==> src/rtl/mgmt_timer_pkg.sv <==
`default_nettype none
// +--------------------------------------------------------------------+
// | mgmt_timer_pkg : config bit map and byte-lane merge helper          |
// | Rev 1.0                                                             |
// +--------------------------------------------------------------------+
package mgmt_timer_pkg;

  localparam int REG_W         = 32;
  localparam int CFG_EN        = 0;
  localparam int CFG_ONESHOT   = 1;
  localparam int CFG_UP        = 2;
  localparam int CFG_IRQEN     = 3;
  localparam int CFG_PEND      = 5;
  localparam int CFG_PRESC_LSB = 8;

  // Replace only the byte lanes whose enable is set.
  function automatic logic [REG_W-1:0] bytewrite(
    input logic [REG_W-1:0]   old_data,
    input logic [REG_W-1:0]   wdata,
    input logic [REG_W/8-1:0] we
  );
    logic [REG_W-1:0] w_merged;
    w_merged = old_data;
    for (int b = 0; b < REG_W/8; b++) begin
      if (we[b]) w_merged[8*b +: 8] = wdata[8*b +: 8];
    end
    return w_merged;
  endfunction

endpackage
`default_nettype wire

==> src/rtl/timer_prescaler.sv <==
`default_nettype none
// +--------------------------------------------------------------------+
// | timer_prescaler : emits a tick every (i_div+1) enabled clk cycles   |
// | Rev 1.0                                                             |
// +--------------------------------------------------------------------+
module timer_prescaler #(
  parameter int PRESCALE_W = 8
) (
  input  logic                  clk,
  input  logic                  rst,
  input  logic                  i_en,
  input  logic [PRESCALE_W-1:0] i_div,
  output logic                  o_tick
);

  logic [PRESCALE_W-1:0] r_pcnt;

  assign o_tick = i_en & (r_pcnt == i_div);

  always_ff @(posedge clk or posedge rst) begin
    if (rst) begin
      r_pcnt <= '0;
    end else if (i_en && !o_tick) begin
      r_pcnt <= r_pcnt + 1'b1;
    end else begin
      r_pcnt <= '0;
    end
  end

endmodule
`default_nettype wire

==> src/rtl/mgmt_counter_timer.sv <==
`default_nettype none
// +--------------------------------------------------------------------+
// | mgmt_counter_timer : programmable up/down counter-timer with IRQ    |
// | Rev 1.0                                                             |
// +--------------------------------------------------------------------+
module mgmt_counter_timer
  import mgmt_timer_pkg::*;
#(
  parameter int WIDTH      = 32,
  parameter int PRESCALE_W = 8
) (
  input  logic             clk,
  input  logic             reset,
  input  logic [3:0]       reg_cfg_we,
  input  logic [31:0]      reg_cfg_di,
  output logic [31:0]      reg_cfg_do,
  input  logic [3:0]       reg_val_we,
  input  logic [WIDTH-1:0] reg_val_di,
  output logic [WIDTH-1:0] reg_val_do,
  input  logic [3:0]       reg_dat_we,
  input  logic [WIDTH-1:0] reg_dat_di,
  output logic [WIDTH-1:0] reg_dat_do,
  output logic             tick_out,
  output logic             irq_out
);

  logic                  r_en;
  logic                  r_oneshot;
  logic                  r_up;
  logic                  r_irqen;
  logic                  r_pend;
  logic [PRESCALE_W-1:0] r_presc;
  logic [WIDTH-1:0]      r_value;
  logic [WIDTH-1:0]      r_limit;
  logic                  r_tick;

  logic                  w_tick;
  logic                  w_val_wr;
  logic                  w_at_term;
  logic                  w_term;
  logic                  w_w1c;
  logic [WIDTH-1:0]      w_value_nxt;
  logic                  w_unused;

  assign w_unused = ^{reg_cfg_di[31:16], reg_cfg_di[7:6], reg_cfg_di[4], reg_cfg_we[3:2]};

  timer_prescaler #(
    .PRESCALE_W (PRESCALE_W)
  ) u_presc (
    .clk    (clk),
    .rst    (reset),
    .i_en   (r_en),
    .i_div  (r_presc),
    .o_tick (w_tick)
  );

  assign w_val_wr  = |reg_val_we;
  assign w_at_term = r_up ? (r_value == r_limit) : (r_value == '0);
  // A firmware value write on a tick cycle swallows the terminal event.
  assign w_term    = w_tick & ~w_val_wr & w_at_term;
  assign w_w1c     = reg_cfg_we[0] & reg_cfg_di[CFG_PEND];

  always_comb begin
    w_value_nxt = r_value;
    if (w_val_wr) begin
      w_value_nxt = WIDTH'(bytewrite(REG_W'(r_value), REG_W'(reg_val_di), reg_val_we));
    end else if (w_tick && !w_at_term) begin
      w_value_nxt = r_up ? r_value + 1'b1 : r_value - 1'b1;
    end else if (w_term && !r_oneshot) begin
      w_value_nxt = r_up ? '0 : r_limit;
    end
  end

  always_ff @(posedge clk or posedge reset) begin
    if (reset) begin
      r_en      <= 1'b0;
      r_oneshot <= 1'b0;
      r_up      <= 1'b0;
      r_irqen   <= 1'b0;
      r_pend    <= 1'b0;
      r_presc   <= '0;
      r_value   <= '0;
      r_limit   <= '0;
      r_tick    <= 1'b0;
    end else begin
      r_value <= w_value_nxt;
      r_limit <= WIDTH'(bytewrite(REG_W'(r_limit), REG_W'(reg_dat_di), reg_dat_we));
      r_tick  <= w_term;
      r_pend  <= w_term | (r_pend & ~w_w1c);
      if (reg_cfg_we[0]) begin
        r_en      <= reg_cfg_di[CFG_EN];
        r_oneshot <= reg_cfg_di[CFG_ONESHOT];
        r_up      <= reg_cfg_di[CFG_UP];
        r_irqen   <= reg_cfg_di[CFG_IRQEN];
      end else if (w_term && r_oneshot) begin
        r_en <= 1'b0;
      end
      if (reg_cfg_we[1]) begin
        r_presc <= reg_cfg_di[CFG_PRESC_LSB +: PRESCALE_W];
      end
    end
  end

  always_comb begin
    reg_cfg_do                               = '0;
    reg_cfg_do[CFG_EN]                       = r_en;
    reg_cfg_do[CFG_ONESHOT]                  = r_oneshot;
    reg_cfg_do[CFG_UP]                       = r_up;
    reg_cfg_do[CFG_IRQEN]                    = r_irqen;
    reg_cfg_do[CFG_PEND]                     = r_pend;
    reg_cfg_do[CFG_PRESC_LSB +: PRESCALE_W]  = r_presc;
  end

  assign reg_val_do = r_value;
  assign reg_dat_do = r_limit;
  assign tick_out   = r_tick;
  assign irq_out    = r_pend & r_irqen;

endmodule
`default_nettype wire

==> config.mk <==
export PLATFORM = sky130hd
export DESIGN_NAME = mgmt_counter_timer
export DESIGN_NICKNAME = d
export VERILOG_FILES = /design/src/rtl/mgmt_timer_pkg.sv /design/src/rtl/timer_prescaler.sv /design/src/rtl/mgmt_counter_timer.sv
export SDC_FILE = /design/constraint.sdc
export NUM_CORES = 1
export LEC_CHECK = 0
export CORE_UTILIZATION = 43
export CTS_BUF_LIST = sky130_fd_sc_hd__clkbuf_8
export DETAILED_ROUTE_END_ITERATION = 12
export PLACE_DENSITY = 0.79
export SLEW_MARGIN = 20
export SYNTH_ARGS = -nofsm -noshare
export SYNTH_HDL_FRONTEND = slang
export SYNTH_SLANG_ARGS = --single-unit
==> constraint.sdc <==
create_clock -name clk -period 2.9 [get_ports clk]
set_input_delay 0.87 -clock clk [delete_from_list [all_inputs] [get_ports clk]]
set_output_delay 0.87 -clock clk [all_outputs]
set_load 0.005 [all_outputs]
# == Word-level counts from Yosys, hierarchy flattened ==
# Cells that the tools add are included.
# word_totals
reg_bits,86
in_bits,110
elab_cells,62
# op_classes
addsub,3
eq_ne,6
mux,13
bitwise_logic,9
reduce_logical,15
# op_table
op,n
$mux W32,5
$mux W8,5
$add A32 B1 Y32 const B,1
$eq A32 B32 Y1,1
$logic_not A32 Y1,1
$sub A32 B1 Y32 const B,1
$add A8 B1 Y8 const B,1
$eq A8 B8 Y1,1
$ne A2 B2 Y1 const B,4
$reduce_and A2 Y1,4
$and A1 B1 Y1,6
$logic_and A1 B1 Y1,4
$reduce_or A4 Y1,1
$logic_not A1 Y1,3
$mux W1,3
$reduce_bool A3 Y1,1
$not A1 Y1,2
$reduce_bool A2 Y1,1
$or A1 B1 Y1,1

# == Depth between registers and ports, before layout ==
# logic_depth
word_depth,8
depth_mapped,13

# == By module ==
# A second synthesis with hierarchy kept.
# unflattened
cells_unflattened,697
hier_area_um2,6426.2
# modules_own_cells
mod,n_inst,cells_per_inst,area_per_inst_um2
mgmt_counter_timer,1,650,5935.7
timer_prescaler,1,47,490.5

# == Worst setup path before layout ==
# Ideal clock, no wire load.
# synth_timing
kind,reg-to-reg
from,reg r_up
to,"reg r_value[31], in the netlist reg_val_do[31]"
setup_time_ps,130
arrival_time_ps,2909
required_ps,2770
slack_ps,-139
path_stages_with_launch,14
path_cell_list,dfrtp_1 buf_2 inv_2 ha_1 clkbuf_1 a21o_1 a31o_2 a21o_1 a221o_1 a211oi_1 xnor2_1 nand2_1 o211ai_1 a31oi_1
# synth_via
elab_chain_len,5
# synth_lines
element,line_no,source
start: declaration,mgmt_counter_timer.sv:29,logic r_up;
start signal: assignment,mgmt_counter_timer.sv:93,r_up <= reg_cfg_di[CFG_UP];
$mux W1,mgmt_counter_timer.sv:58,assign w_at_term = r_up ? (r_value == r_limit) : (r_value == '0);
$and A1 B1 Y1 / $logic_not A1 Y1 (equally long branches),"mgmt_counter_timer.sv:60, mgmt_counter_timer.sv:67",
"$logic_and A1 B1 Y1, on equally long branches","mgmt_counter_timer.sv:69, mgmt_counter_timer.sv:67",
$reduce_bool A3 Y1 (no source line) / $mux W32 (equally long branches),n/a,
$reduce_and A2 Y1 (no source line) / $mux W32 (equally long branches),n/a,
end signal: assignment,mgmt_counter_timer.sv:86,r_value <= w_value_nxt;
end: declaration,mgmt_counter_timer.sv:33,logic [WIDTH-1:0] r_value;
# Several ways; a longest one is shown, not always the timed one. The select of a mux whose other input is x is not followed.
# A chain may end at the register's enable or synchronous reset.

# == Final worst setup path ==
# layout_timing
from,reg r_up
to,"reg r_value[27], in the netlist reg_val_do[27]"
# Same word-level chain as after synthesis.

==> implementation parameters <==
Parameter                              Value

GRT
  Met2 Track Usage GR    45.6%
  Most used routing layer    met2
  Initial antenna violation count    0
  Maximum number of pins on one net before global-route repair    37
  Met3 capacity usage during global routing    roughly 6.0%
  Global routing usage on met1    35.1%
  GRT Resource Usage Total    between 20 and 30%
  Vias in the first global route    just over 6000
  GRT Residual Overflow    0
  Wire length of the first global-routing pass    approximately 32000 um

Clock network
  Buffer type at the clock tree root    sky130_fd_sc_hd__clkbuf_8
  Clk pin slew, worst setup/hold paths    0.10 ns
  CTS H-Tree Depth    3
  Maximum root-to-sink buffer count    2
  TritonCTS Buffers    9
  Sinks on the clock net    86
  Clock latency of the later-clocked register in the worst-skew pair    about 0.38 ns
  CTS tree    done

Yosys
  Share of flip-flops with an asynchronous set or reset after synthesis    between 90% and 100%
  Area leader, netlist    sky130_fd_sc_hd__dfrtp_1
  Number of library cell types mapped by synthesis    63
  Fraction of the yosys area taken by sequential cells    34.2%
  Count of state elements after synthesis    86
  Count of flip-flops with a built-in enable after synthesis    0
  Netlist Area Pre-Place    0.00630 mm^2
  Top-area cell type share of the netlist area    between 30% and 40%
  Synthesized area divided by synthesized cell count    ~9.0 um^2
  Largest cells by area after synthesis    sky130_fd_sc_hd__dfrtp_1, sky130_fd_sc_hd__xor2_1, sky130_fd_sc_hd__mux2_2
  Most instantiated flip-flop cell in the synthesis netlist    sky130_fd_sc_hd__dfrtp_1
  Count leader, synth    sky130_fd_sc_hd__dfrtp_1
  Number of standard cells after synthesis    697
  Synthesis warning total    0
  Leading post-synthesis cells by instance count    sky130_fd_sc_hd__dfrtp_1, sky130_fd_sc_hd__nand2_1, sky130_fd_sc_hd__o21ai_0, sky130_fd_sc_hd__xor2_1

Min path
  Launch instance of the worst min-delay path    r_pend$_DFF_PP0_
  Capture endpoint of the worst hold path    r_pend$_DFF_PP0_
  Path category of the worst min-delay check    flop to flop
  Cell depth of the worst hold path    1

Worst setup path
  Required time of the critical path    approximately 3.2 ns
  Number of cells on the worst reg-to-reg path    11
  Delay of the slowest cell on the worst path    approximately 0.51 ns
  Worst-path cell chain    inv_8 -> ha_2 -> o211ai_1 -> o211ai_1 -> nand4_1 -> o211a_1 -> o221a_4 -> nor3_1 -> nor4_1 -> xor2_1 -> o211ai_1
  Critical Path Sink Type    flop
  Launching point of the worst reg2reg path    r_up$_DFFE_PP0P_
  Critical path startpoint category    flop
  CP max stage cell    sky130_fd_sc_hd__dfrtp_2
  Arrival time of the worst setup path    between 3 and 4 ns
  Worst-case register-to-register setup slack    -0.02 ns
  Setup Crit Path Kind    flop to flop
  Cell occurring most often along the worst timing path    sky130_fd_sc_hd__o211ai_1
  Worst R2R End    reg_val_do[27]$_DFFE_PP0P_
  Crit path max fanout    7

Die
  Count of standard-cell rows    between 40 and 50
  Overall die height    around 120 um
  Top Ports    around 210
  Starting density of the core    between 40% and 50%
  Area of the placeable core    between 0.01 and 0.015 mm^2
  Horizontal die dimension    ~120 um
  Die footprint    ~0.015 mm^2

Run status
  Failing checks    setup timing
  Status    finished with violations

STA
  Worst relative slew slack    60.9%
  Worst Tran Pin Value    0.586 ns
  Final setup margin    -0.0242 ns
  Summed negative setup slack over all endpoints    -0.0242 ns
  F_max    0.342 GHz
  Ratio of final minimum period to clock period    101%
  Time the final worst path needs with I/O delays and setup    between 2 and 3 ns
  Final Max Tran Viols    0
  RSZ-0062 raised after global routing    true
  Number of endpoints failing setup at the final stage    1
  Worst clock skew on the final layout    between 0.01 and 0.015 ns
  Total count of hold-check failures in the final report    0

Pwr
  Static leakage power    roughly 3.8 nW
  Cell Pwr Density    457 mW/mm^2
  IR Drop Worst-Case VDD    around 0.27 mV

Placement
  Detailed Place HPWL    between 15000 and 20000 um
  Cell total after placement    ~1100
  Post-place setup slack    -0.165 ns
  Weighted congestion reported at the end of routability-driven placement    0.930
  Cell Area, Placed    roughly 0.0085 mm^2
  PortBufs    167

Layout
  Ratio of cells with drive above 1 in the final layout    between 20 and 25%
  Count of placed standard cells in the final layout, fillers left out    between 1000 and 1500
  Layout overhead on the synthesized area    45.2%
  Final Cell Area    between 0.009 and 0.01 mm^2
  Count of nets after finishing    approximately 1100
  Number of diodes    0

Detailed routing
  Via Count    about 6400
  Post-DR wirelength/cell    roughly 19 um
  Detailed-router iteration count before antenna repair    5
  Total DRC errors in the routed layout    0
  Iteration-0 DRC count of the detailed router    roughly 510
  Post-detailed-routing wire length    21100 um
  Post-route ant nets    0
  Via count normalized by instance count    5.86

Run
  Reported max-cap violation count    0
cell families (layout without fill, tap and decap cells):
logic type	after synthesis	after routing	synth area share [%]
compound gates	205	205	21.2
simple gates	184	184	15.1
mux	38	38	6.76
other cells	1	19	0.0596
flops	86	86	34.2
fa+ha+maj	32	32	6.48
xor+xnor	69	69	9.60
buf+inv	82	285	6.60
through the flow:
step	util (%)	power, W	hold WS, ns
detailed placement	60.6	0.00315	0.494
global placement	60.6	0.00312	0.490
CTS	62.1	0.00398	0.516
global route	64.8	0.00440	0.526
floorplan	-	0.00239	0.464
finish	64.8	0.00417	0.512
power by group:
part | internal (W) | switching (W) | total [W]
Clock | 0.000341 | 0.000476 | 0.000817
Combinational | 0.000980 | 0.000895 | 0.00187
Sequential | 0.00131 | 0.000174 | 0.00148
repair_timing:
| action | CTS | global route |
|---|---|---|
| resized for setup | 4 | 71 |
| pin swaps | 0 | 30 |
| setup buffers | 0 | 3 |
| hold buffers | 0 | 0 |
| cloned | 0 | 1 |
| endpoints found under the setup margin | 6 | 24 |
flip-flops by register name, indices dropped and copies added, names as in the netlist:
| register | flops |
|---|---|
| r_oneshot | 1 |
| r_up | 1 |
| r_pend | 1 |
| r_irqen | 1 |
| r_en | 1 |
| r_presc | 8 |
| u_presc.r_pcnt | 8 |
| tick_out | 1 |
| reg_val_do | 32 |
| reg_dat_do | 32 |
critical path: cells and delay by family (launching register included):
kind,cells,cell delay (ns)
XOR/XNOR,1,0.28
adder cells (fa/ha/maj),1,0.36
flip-flops,1,0.51
AO/OA/AOI/OAI,5,1.06
buffers and inverters,1,0.09
AND/OR/NAND/NOR,3,0.49
how the worst max path moves through the flow:
stage	startpoint	end	slack, ns	cells past startpoint
after detailed placement	reg_val_we[1]	reg_val_do[24]$_DFFE_PP0P_	-0.17	8
after global routing	r_up$_DFFE_PP0P_	reg_val_do[27]$_DFFE_PP0P_	-0.09	11
final	r_up$_DFFE_PP0P_	reg_val_do[27]$_DFFE_PP0P_	-0.02	11
after global placement	reg_val_we[1]	reg_val_do[24]$_DFFE_PP0P_	-0.15	8
after floorplan	r_up$_DFFE_PP0P_	reg_val_do[31]$_DFFE_PP0P_	0.01	13
after CTS	r_up$_DFFE_PP0P_	reg_val_do[20]$_DFFE_PP0P_	0.007	11
cell type report:
cell class,instances,area [um^2]
clock buffer,10,138
inverter,26,109
tap,180,225
timing repair inverter,1,6.26
clock inverter,6,46.3
timing repair buffer,242,2300
multi-input combinational,547,4160
sequential,86,2150
fill,1140,4960
layout by cell type, fill, tap and decap left out, drive strengths merged, types with 15 or more instances in the layout:
cell | Yosys | layout
a211oi | 19 | 19
a21o | 19 | 19
a21oi | 36 | 36
buf | 33 | 75
clkdlybuf4s50 | 0 | 167
conb | 1 | 19
dfrtp | 86 | 86
ha | 31 | 31
inv | 26 | 29
mux2 | 36 | 36
nand2 | 53 | 53
nand3 | 18 | 18
nor2 | 37 | 37
nor3b | 15 | 15
nor4 | 17 | 17
o21ai | 55 | 55
xnor2 | 22 | 22
xor2 | 47 | 47
metal layers:
layer / share of wire, % / vias up
li1: - / 2971
met1: 40 / 3064
met2: 47 / 343
met3: 9.4 / 59
met4: 3.8 / 0
met5: 0 / -
Note: power is estimated with default switching activity, not from simulation.
